**config.mk**
```make
export PLATFORM = sky130hd
export DESIGN_NAME = arm_alu_sequencer
export DESIGN_NICKNAME = d
export VERILOG_FILES = /design/src/rtl/arm_alu_pkg.sv /design/src/rtl/arm_alu_settle_cnt.sv /design/src/rtl/arm_alu_sequencer.sv
export SDC_FILE = /design/constraint.sdc
export NUM_CORES = 1
export LEC_CHECK = 0
export ABC_CLOCK_PERIOD_IN_PS = 2200
export CAP_MARGIN = 20
export CORE_MARGIN = 10
export CORE_UTILIZATION = 37
export DETAILED_ROUTE_END_ITERATION = 10
export PLACE_DENSITY = 0.8
export SETUP_SLACK_MARGIN = 0.3
export SLEW_MARGIN = 20
export SYNTH_ARGS = -nofsm -noshare
export SYNTH_HDL_FRONTEND = slang
export SYNTH_HIERARCHICAL = 1
export SYNTH_SLANG_ARGS = --single-unit
```
**constraint.sdc**
```tcl
create_clock -name clk -period 2.2 [get_ports clk]
set_input_delay 0.33 -clock clk [delete_from_list [all_inputs] [get_ports clk]]
set_output_delay 0.33 -clock clk [all_outputs]
set_load 0.01 [all_outputs]
```
**src/rtl/arm_alu_pkg.sv**
```systemverilog
// rtl/arm_alu_pkg.sv - shared opcodes, FSM states and NZCV bit positions for the ALU sequencer
package arm_alu_pkg;

  localparam logic [10:0] OP_ADD  = 11'h020;
  localparam logic [10:0] OP_ADDU = 11'h021;
  localparam logic [10:0] OP_SUB  = 11'h022;
  localparam logic [10:0] OP_SUBU = 11'h023;
  localparam logic [10:0] OP_AND  = 11'h024;
  localparam logic [10:0] OP_ORR  = 11'h025;

  localparam int NZCV_N = 3;
  localparam int NZCV_Z = 2;
  localparam int NZCV_C = 1;
  localparam int NZCV_V = 0;

  typedef enum logic [1:0] {
    ST_IDLE    = 2'd0,
    ST_ISSUE   = 2'd1,
    ST_CAPTURE = 2'd2,
    ST_RESP    = 2'd3
  } state_t;

  function automatic logic op_legal(input logic [10:0] op);
    logic legal;
    legal = 1'b0;
    case (op)
      OP_ADD, OP_ADDU, OP_SUB, OP_SUBU, OP_AND, OP_ORR: legal = 1'b1;
      default: legal = 1'b0;
    endcase
    return legal;
  endfunction

endpackage

```
**src/rtl/arm_alu_settle_cnt.sv**
```systemverilog
// rtl/arm_alu_settle_cnt.sv - 4-bit settle down-counter with load, decrement and done
module arm_alu_settle_cnt (
  input  logic       clk,
  input  logic       rst_n,
  input  logic       load,
  input  logic [3:0] load_val,
  input  logic       dec,
  output logic       done
);

  logic [3:0] cnt;

  always_ff @(posedge clk or negedge rst_n) begin
    if (!rst_n) begin
      cnt <= 4'd0;
    end else if (load) begin
      cnt <= load_val;
    end else if (dec && (cnt != 4'd0)) begin
      cnt <= cnt - 4'd1;
    end
  end

  assign done = (cnt == 4'd0);

endmodule

```
**src/rtl/arm_alu_sequencer.sv**
```systemverilog
// rtl/arm_alu_sequencer.sv - sequences one request at a time through an external ALU and returns result/NZCV
module arm_alu_sequencer
  import arm_alu_pkg::*;
#(
  parameter int unsigned SETTLE = 2
) (
  input  logic        clk,
  input  logic        rst_n,
  input  logic        req_valid,
  output logic        req_ready,
  input  logic [10:0] req_op,
  input  logic [63:0] req_a,
  input  logic [63:0] req_b,
  input  logic        req_setflags,
  output logic [10:0] alu_op,
  output logic [63:0] alu_in0,
  output logic [63:0] alu_in1,
  input  logic [63:0] alu_out,
  input  logic        alu_zero,
  input  logic        alu_carryout,
  input  logic        alu_overflow,
  output logic        rsp_valid,
  input  logic        rsp_ready,
  output logic [63:0] rsp_result,
  output logic [3:0]  rsp_nzcv,
  output logic        rsp_err,
  output logic [3:0]  flags_nzcv
);

  // Counter runs SETTLE-1 down to 0, giving exactly SETTLE cycles in ISSUE.
  localparam logic [3:0] SETTLE_LOAD = 4'(SETTLE - 1);

  state_t     state;
  state_t     state_nxt;
  logic       setflags_q;
  logic       cnt_load;
  logic       cnt_dec;
  logic       cnt_done;
  logic       handshake;
  logic       req_legal;
  logic       op_logic;
  logic       op_no_v;
  logic [3:0] cap_nzcv;

  assign handshake = req_valid && req_ready;
  assign req_legal = op_legal(req_op);
  assign rsp_valid = (state == ST_RESP);

  arm_alu_settle_cnt u_settle_cnt (
    .clk      (clk),
    .rst_n    (rst_n),
    .load     (cnt_load),
    .load_val (SETTLE_LOAD),
    .dec      (cnt_dec),
    .done     (cnt_done)
  );

  always_comb begin
    state_nxt = state;
    cnt_load  = 1'b0;
    cnt_dec   = 1'b0;
    case (state)
      ST_IDLE: begin
        if (handshake) begin
          state_nxt = req_legal ? ST_ISSUE : ST_RESP;
          cnt_load  = req_legal;
        end
      end
      ST_ISSUE: begin
        if (cnt_done) state_nxt = ST_CAPTURE;
        else          cnt_dec   = 1'b1;
      end
      ST_CAPTURE: state_nxt = ST_RESP;
      ST_RESP: begin
        if (rsp_ready) state_nxt = ST_IDLE;
      end
      default: state_nxt = ST_IDLE;
    endcase
  end

  // alu_op only ever holds a legal opcode, so it doubles as the in-flight op for masking.
  always_comb begin
    op_logic = (alu_op == OP_AND) || (alu_op == OP_ORR);
    op_no_v  = op_logic || (alu_op == OP_ADDU) || (alu_op == OP_SUBU);
    cap_nzcv = 4'd0;
    cap_nzcv[NZCV_N] = alu_out[63];
    cap_nzcv[NZCV_Z] = alu_zero;
    cap_nzcv[NZCV_C] = alu_carryout && !op_logic;
    cap_nzcv[NZCV_V] = alu_overflow && !op_no_v;
  end

  always_ff @(posedge clk or negedge rst_n) begin
    if (!rst_n) begin
      state      <= ST_IDLE;
      req_ready  <= 1'b0;
      setflags_q <= 1'b0;
      alu_op     <= 11'd0;
      alu_in0    <= 64'd0;
      alu_in1    <= 64'd0;
      rsp_result <= 64'd0;
      rsp_nzcv   <= 4'd0;
      rsp_err    <= 1'b0;
      flags_nzcv <= 4'd0;
    end else begin
      state     <= state_nxt;
      req_ready <= (state_nxt == ST_IDLE);
      if (state == ST_IDLE && handshake) begin
        setflags_q <= req_setflags;
        if (req_legal) begin
          alu_op  <= req_op;
          alu_in0 <= req_a;
          alu_in1 <= req_b;
          rsp_err <= 1'b0;
        end else begin
          rsp_result <= 64'd0;
          rsp_nzcv   <= 4'd0;
          rsp_err    <= 1'b1;
        end
      end
      if (state == ST_CAPTURE) begin
        rsp_result <= alu_out;
        rsp_nzcv   <= cap_nzcv;
        if (setflags_q) flags_nzcv <= cap_nzcv;
      end
    end
  end

endmodule

```
# Word level (Yosys, flattened, before mapping)
# Index checks and enable logic that the tools add are counted.
[word_totals]
regBits = 220
input_bits = 211
out_inout_bits = 214
wordCells = 65
[op_classes]
addsub = 1
eq_ne = 14
mux = 19
reduce_logical = 20
[op_table]
columns = ["operator", "count"]
rows = [
  ["64-bit two-way mux", 3],
  ["11-bit by 6-bit == test with 1-bit output (second input constant)", 10],
  ["4-bit two-way mux", 5],
  ["2-bit two-way mux", 4],
  ["2-bit one-hot mux with 4 select lines", 1],
  ["1-bit two-way mux", 6],
  ["2-bit AND reduction", 3],
  ["6-bit OR reduction", 1],
  ["1-bit logical AND", 5],
  ["2-bit == test (second input constant)", 2],
  ["2-bit logical NOT", 2],
  ["4-bit logical NOT", 1],
  ["2-bit nonzero test", 2],
  ["4-bit nonzero test", 1],
  ["4-bit by 1-bit subtractor with 4-bit output (second input constant)", 1],
  ["1-bit logical OR", 3],
  ["2-bit by 1-bit == test with 1-bit output (second input constant)", 1],
  ["1-bit logical NOT", 2],
  ["2-bit by 1-bit inequality test with 1-bit output (second input constant)", 1],
]

# Depth between registers and ports, before layout
[depth]
ltp_word = 7
ltp_mapped = 9
ltp_nobuf = 8

# Hierarchy
# Netlist, hierarchy kept.
[modules_own_cells]
columns = ["module", "instances", "cells_each", "area_per_inst_um2", "seq_area_each_um2"]
rows = [
  ["arm_alu_sequencer", 1, 633, 8548.2, 5380.2],
  ["arm_alu_settle_cnt", 1, 27, 252.7, 100.1],
]

# Least setup slack after synthesis
# No wires, ideal clock.
[synth_path]
path_kind = "flip-flop to flip-flop"
from = "register u_settle_cnt.cnt[0]"
to = "register u_settle_cnt.cnt[3]"
setup_time_ns = 0.126
arrival_ns = 2.013
setup_slack_ns = 0.061
stages_incl_launch_ff = 9
n_path_buf = 0
period_less_slack_ns = 2.139
cell_sequence = "dfrtp_1 -> inv_1 -> ha_1 -> or3b_4 -> inv_1 -> nor3b_1 -> nor4b_1 -> nor3b_1 -> a221o_1"
[synth_between]
elab_chain_cells = 5
[synth_lines]
columns = ["item", "line_no", "source"]
rows = [
  ["start: declaration", "arm_alu_settle_cnt.sv:11", "logic [3:0] cnt;"],
  ["start signal: assignment", "arm_alu_settle_cnt.sv:17", "cnt <= load_val;"],
  ["start signal: assignment", "arm_alu_settle_cnt.sv:19", "cnt <= cnt - 4'd1;"],
  ["4-bit logical NOT", "arm_alu_settle_cnt.sv:23", "assign done = (cnt == 4'd0);"],
  ["net cnt_done", "arm_alu_sequencer.sv:38", "logic cnt_done;"],
  ["1-bit two-way mux", "arm_alu_sequencer.sv:70", "if (cnt_done) state_nxt = ST_CAPTURE;"],
  ["1-bit two-way mux", "arm_alu_sequencer.sv:62", "case (state)"],
  ["net cnt_dec", "arm_alu_sequencer.sv:37", "logic cnt_dec;"],
  ["1-bit logical AND", "arm_alu_settle_cnt.sv:18", "end else if (dec && (cnt != 4'd0)) begin"],
  ["2-bit nonzero test (no line)", "-", ""],
]
# The timed path passes the listed nets, and every way through them passes these cells. The select of a mux whose other input is x is not followed.
# A chain may end at the register's enable or synchronous reset.

# Worst setup path in the final report
[layout_path]
from = "register alu_op[5]"
to = "output alu_op[5]"
[layout_rtl]
columns = ["item", "line_no", "source"]
rows = [
  ["start: declaration", "arm_alu_sequencer.sv:15", "output logic [10:0] alu_op,"],
  ["start signal: assignment", "arm_alu_sequencer.sv:110", "alu_op <= req_op;"],
]
# No word-level cell between the ends.

==> summary.txt <==
Cells and area
  – Commonest non-fill, non-tap cells in the layout: clkdlybuf4s50_1 (420), dfrtp_1 (216), nand2_1 (143)
  – Multi-input gate area: 3170 sq um
  – Layout cells sized above 1: 0.200
  – Util after Layout: 0.617
  – Layout Area Growth over Synthesis: 64.4%
  – Sequential Area: 5480 sq um
  – Most common cell after layout, fill and taps aside: clkdlybuf4s50_1
  – Filler cell count: 1,767
  – Finished layout cell area: 14,500 sq um
  – NumNets Final: 1,317

Floorplanning
  – Std cell rows: 56
  – Die height: 174 microns
  – Die W: 174 microns
  – Core area: 23,500 sq um
  – I/O pins: 425
  – Initial core utilization: 0.375
  – Die area: 30,400 sq um

GRT
  – Vias in the first global route: 7,524
  – Total GRT Usage: 0.187
  – First-pass GRT wire length: 45.1 mm
  – Initial antenna violation count: 1
  – Grt total ovfl: 0
  – Largest net degree at the start of global routing: 68

CTS
  – Clk buf depth: 3
  – CTS tree: built
  – CTS Buf Count: 24
  – Reg clk slew, reported paths: 0.06 ns
  – CTS Root Cell: clkbuf_16
  – Clk_lat worst skew: 0.51 ns
  – CTS HTree Levels: 1
  – Clock sink count: 219

Placement
  – Final GP Congestion: 0.828
  – Setup WS pre-CTS: 0.0192 ns
  – Placed Area: 13,600 sq um
  – Port Buffer Count: 424
  – Hpwl dp: 22.9 mm

Timing
  – Clock Skew: 0.00720 ns
  – Slew Limit Fails: 0
  – Final hold slack: 0.362 ns
  – Final worst path period share: 0.840
  – RSZ-0062 raised after global routing: true
  – Minimum clock period: 1.85 ns
  – Setup TNS: 0 ns
  – Final WS setup: 0.353 ns
  – Final-report hold violation count: 0
  – Setup violators final: 0
  – Max Freq: 0.541 GHz

Worst setup path
  – CP peak stage delay: 0.65 ns
  – Crit path capture type: primary output
  – Crit path max-delay family: buffers and inverters
  – CP max-delay cell: clkdlybuf4s50_1
  – Setup Crit Path Kind: reg -> out
  – Stages on the worst setup path: 1
  – Flop2flop setup slack: 0.36 ns
  – R2R depth: 9
  – Worst-path maximum fanout: 3
  – Worst EP required: 1.87 ns
  – Worst path bufs/invs: 1
  – Crit path cell chain: clkdlybuf4s50_1
  – Critical path data arrival time: 1.52 ns
  – Worst Setup Start Kind: flop

Power
  – Leak pwr: 0.00676 uW
  – Power density over cell area: 898 nW/um^2
  – VDD IR max: 503 uV

Synth
  – Seq cells post-synth: 219
  – Sequential fraction of the synthesis area: 0.623
  – Ys async rst share: 1.00
  – Top cell type's share of synthesized area: 0.623
  – Avg Inst Size Synth: 13.3 sq um
  – Cell Area, Synth: 8800 sq um
  – Area contributors post-synth: dfrtp_1 (62%), mux2_4 (14%), mux2_2 (6.8%)
  – Area leader, netlist: dfrtp_1
  – Gate Count Post-Synth: 660
  – Yosys Warn Count: 6
  – Yosys cell types: 44
  – Leading register cell type out of synthesis: dfrtp_1
  – Number of synthesized flops with an enable pin: 0

Run status
  – Status: completed

Min path
  – Worst hold path type: in -> async

Routing
  – Vias per Instance: 4.71
  – Initial DRC Count: 419
  – DRC errors left: 0
  – Total Wirelength: 29.8 mm
  – Vias: 6,791
  – DRT Pass-1 Iters: 4
  – Final ANT Viol Nets: 0
  – Drt wl/cell: 20.7 microns

Run
  – Max cap viols: 0
## worst paths after layout
| check | startpoint | end |
|---|---|---|
| max | alu_op[5] | alu_op[5] |
| min | rst_n | rsp_result[22] |
| max reg2reg | u_settle_cnt/cnt[0] | u_settle_cnt/cnt[2] |
| min reg2reg | alu_op[5] | alu_op[5] |
| max in group asynchronous | rst_n | alu_in1[26] |
| min in group clk | alu_out[60] | rsp_result[60] |
## metal layers
layer	share of wire	up-vias	track usage
met5	0	-	0
met3	0.11	48	0.0828
met1	0.36	3305	0.201
li1	-	3119	-
met2	0.51	319	0.328
met4	0.023	0	0.0513
## synth_stat cells, types with 2 or more instances
library cell	instances
mux2_2	53
nor3b_1	2
o22ai_1	2
inv_1	5
mux2_4	80
conb_1	2
buf_6	9
a21oi_1	72
nand3_1	2
clkbuf_1	18
o2bb2ai_1	3
nand2b_1	3
and2_1	8
nand2_1	143
nor4_1	2
dfrtp_1	219
buf_2	10
## cell families after synthesis
kind of cell             count (synthesis)  synth area share
adder cells (fa/ha/maj)                  1           0.00142
flip-flops                             219             0.623
other                                    2          0.000853
AND/OR/NAND/NOR                        174            0.0881
buffers and inverters                   45            0.0289
multiplexers                           133             0.204
AO/OA/AOI/OAI                           86            0.0537
## through the flow
stage	instances	total power, uW
2_1_floorplan	662	6780
3_3_place_gp	1389	8890
3_5_place_dp	1389	9010
4_1_cts	1435	13100
5_1_grt	1441	13700
6_report	1441	13000
## registers in the layout, summed over array words and instances (netlist names)
register          count
alu_in0              64
req_ready             1
alu_in1              64
u_settle_cnt/cnt      4
flags_nzcv            4
setflags_q            1
rsp_result           64
rsp_nzcv              3
rsp_err               1
alu_op               11
state                 2
## area by class of cell
cell class,count,share of cell area
Inverter,5,0.00147
Multi-Input combinational cell,398,0.219
Antenna cell,1,0.000173
Tap cell,319,0.0276
Clock buffer,37,0.0498
Sequential cell,219,0.379
Timing Repair Buffer,457,0.320
Clock inverter,5,0.00346
## power by group
| part | leakage (uW) | switching (uW) | internal (uW) | total [uW] |
|---|---|---|---|---|
| logic | 0.00344 | 1720 | 2200 | 3920 |
| clock network | 0.000382 | 1570 | 2360 | 3930 |
| registers | 0.00294 | 413 | 4740 | 5150 |
## timing repair
item / CTS / global route
pin swaps: 2 / 0
resized for setup: 6 / 7
hold buffers: 1 / 0
setup endpoints to repair: 7 / 8
endpoints found under the hold margin: 56 / 0
setup buffers: 3 / 5
(Power assumes the default switching activity.)
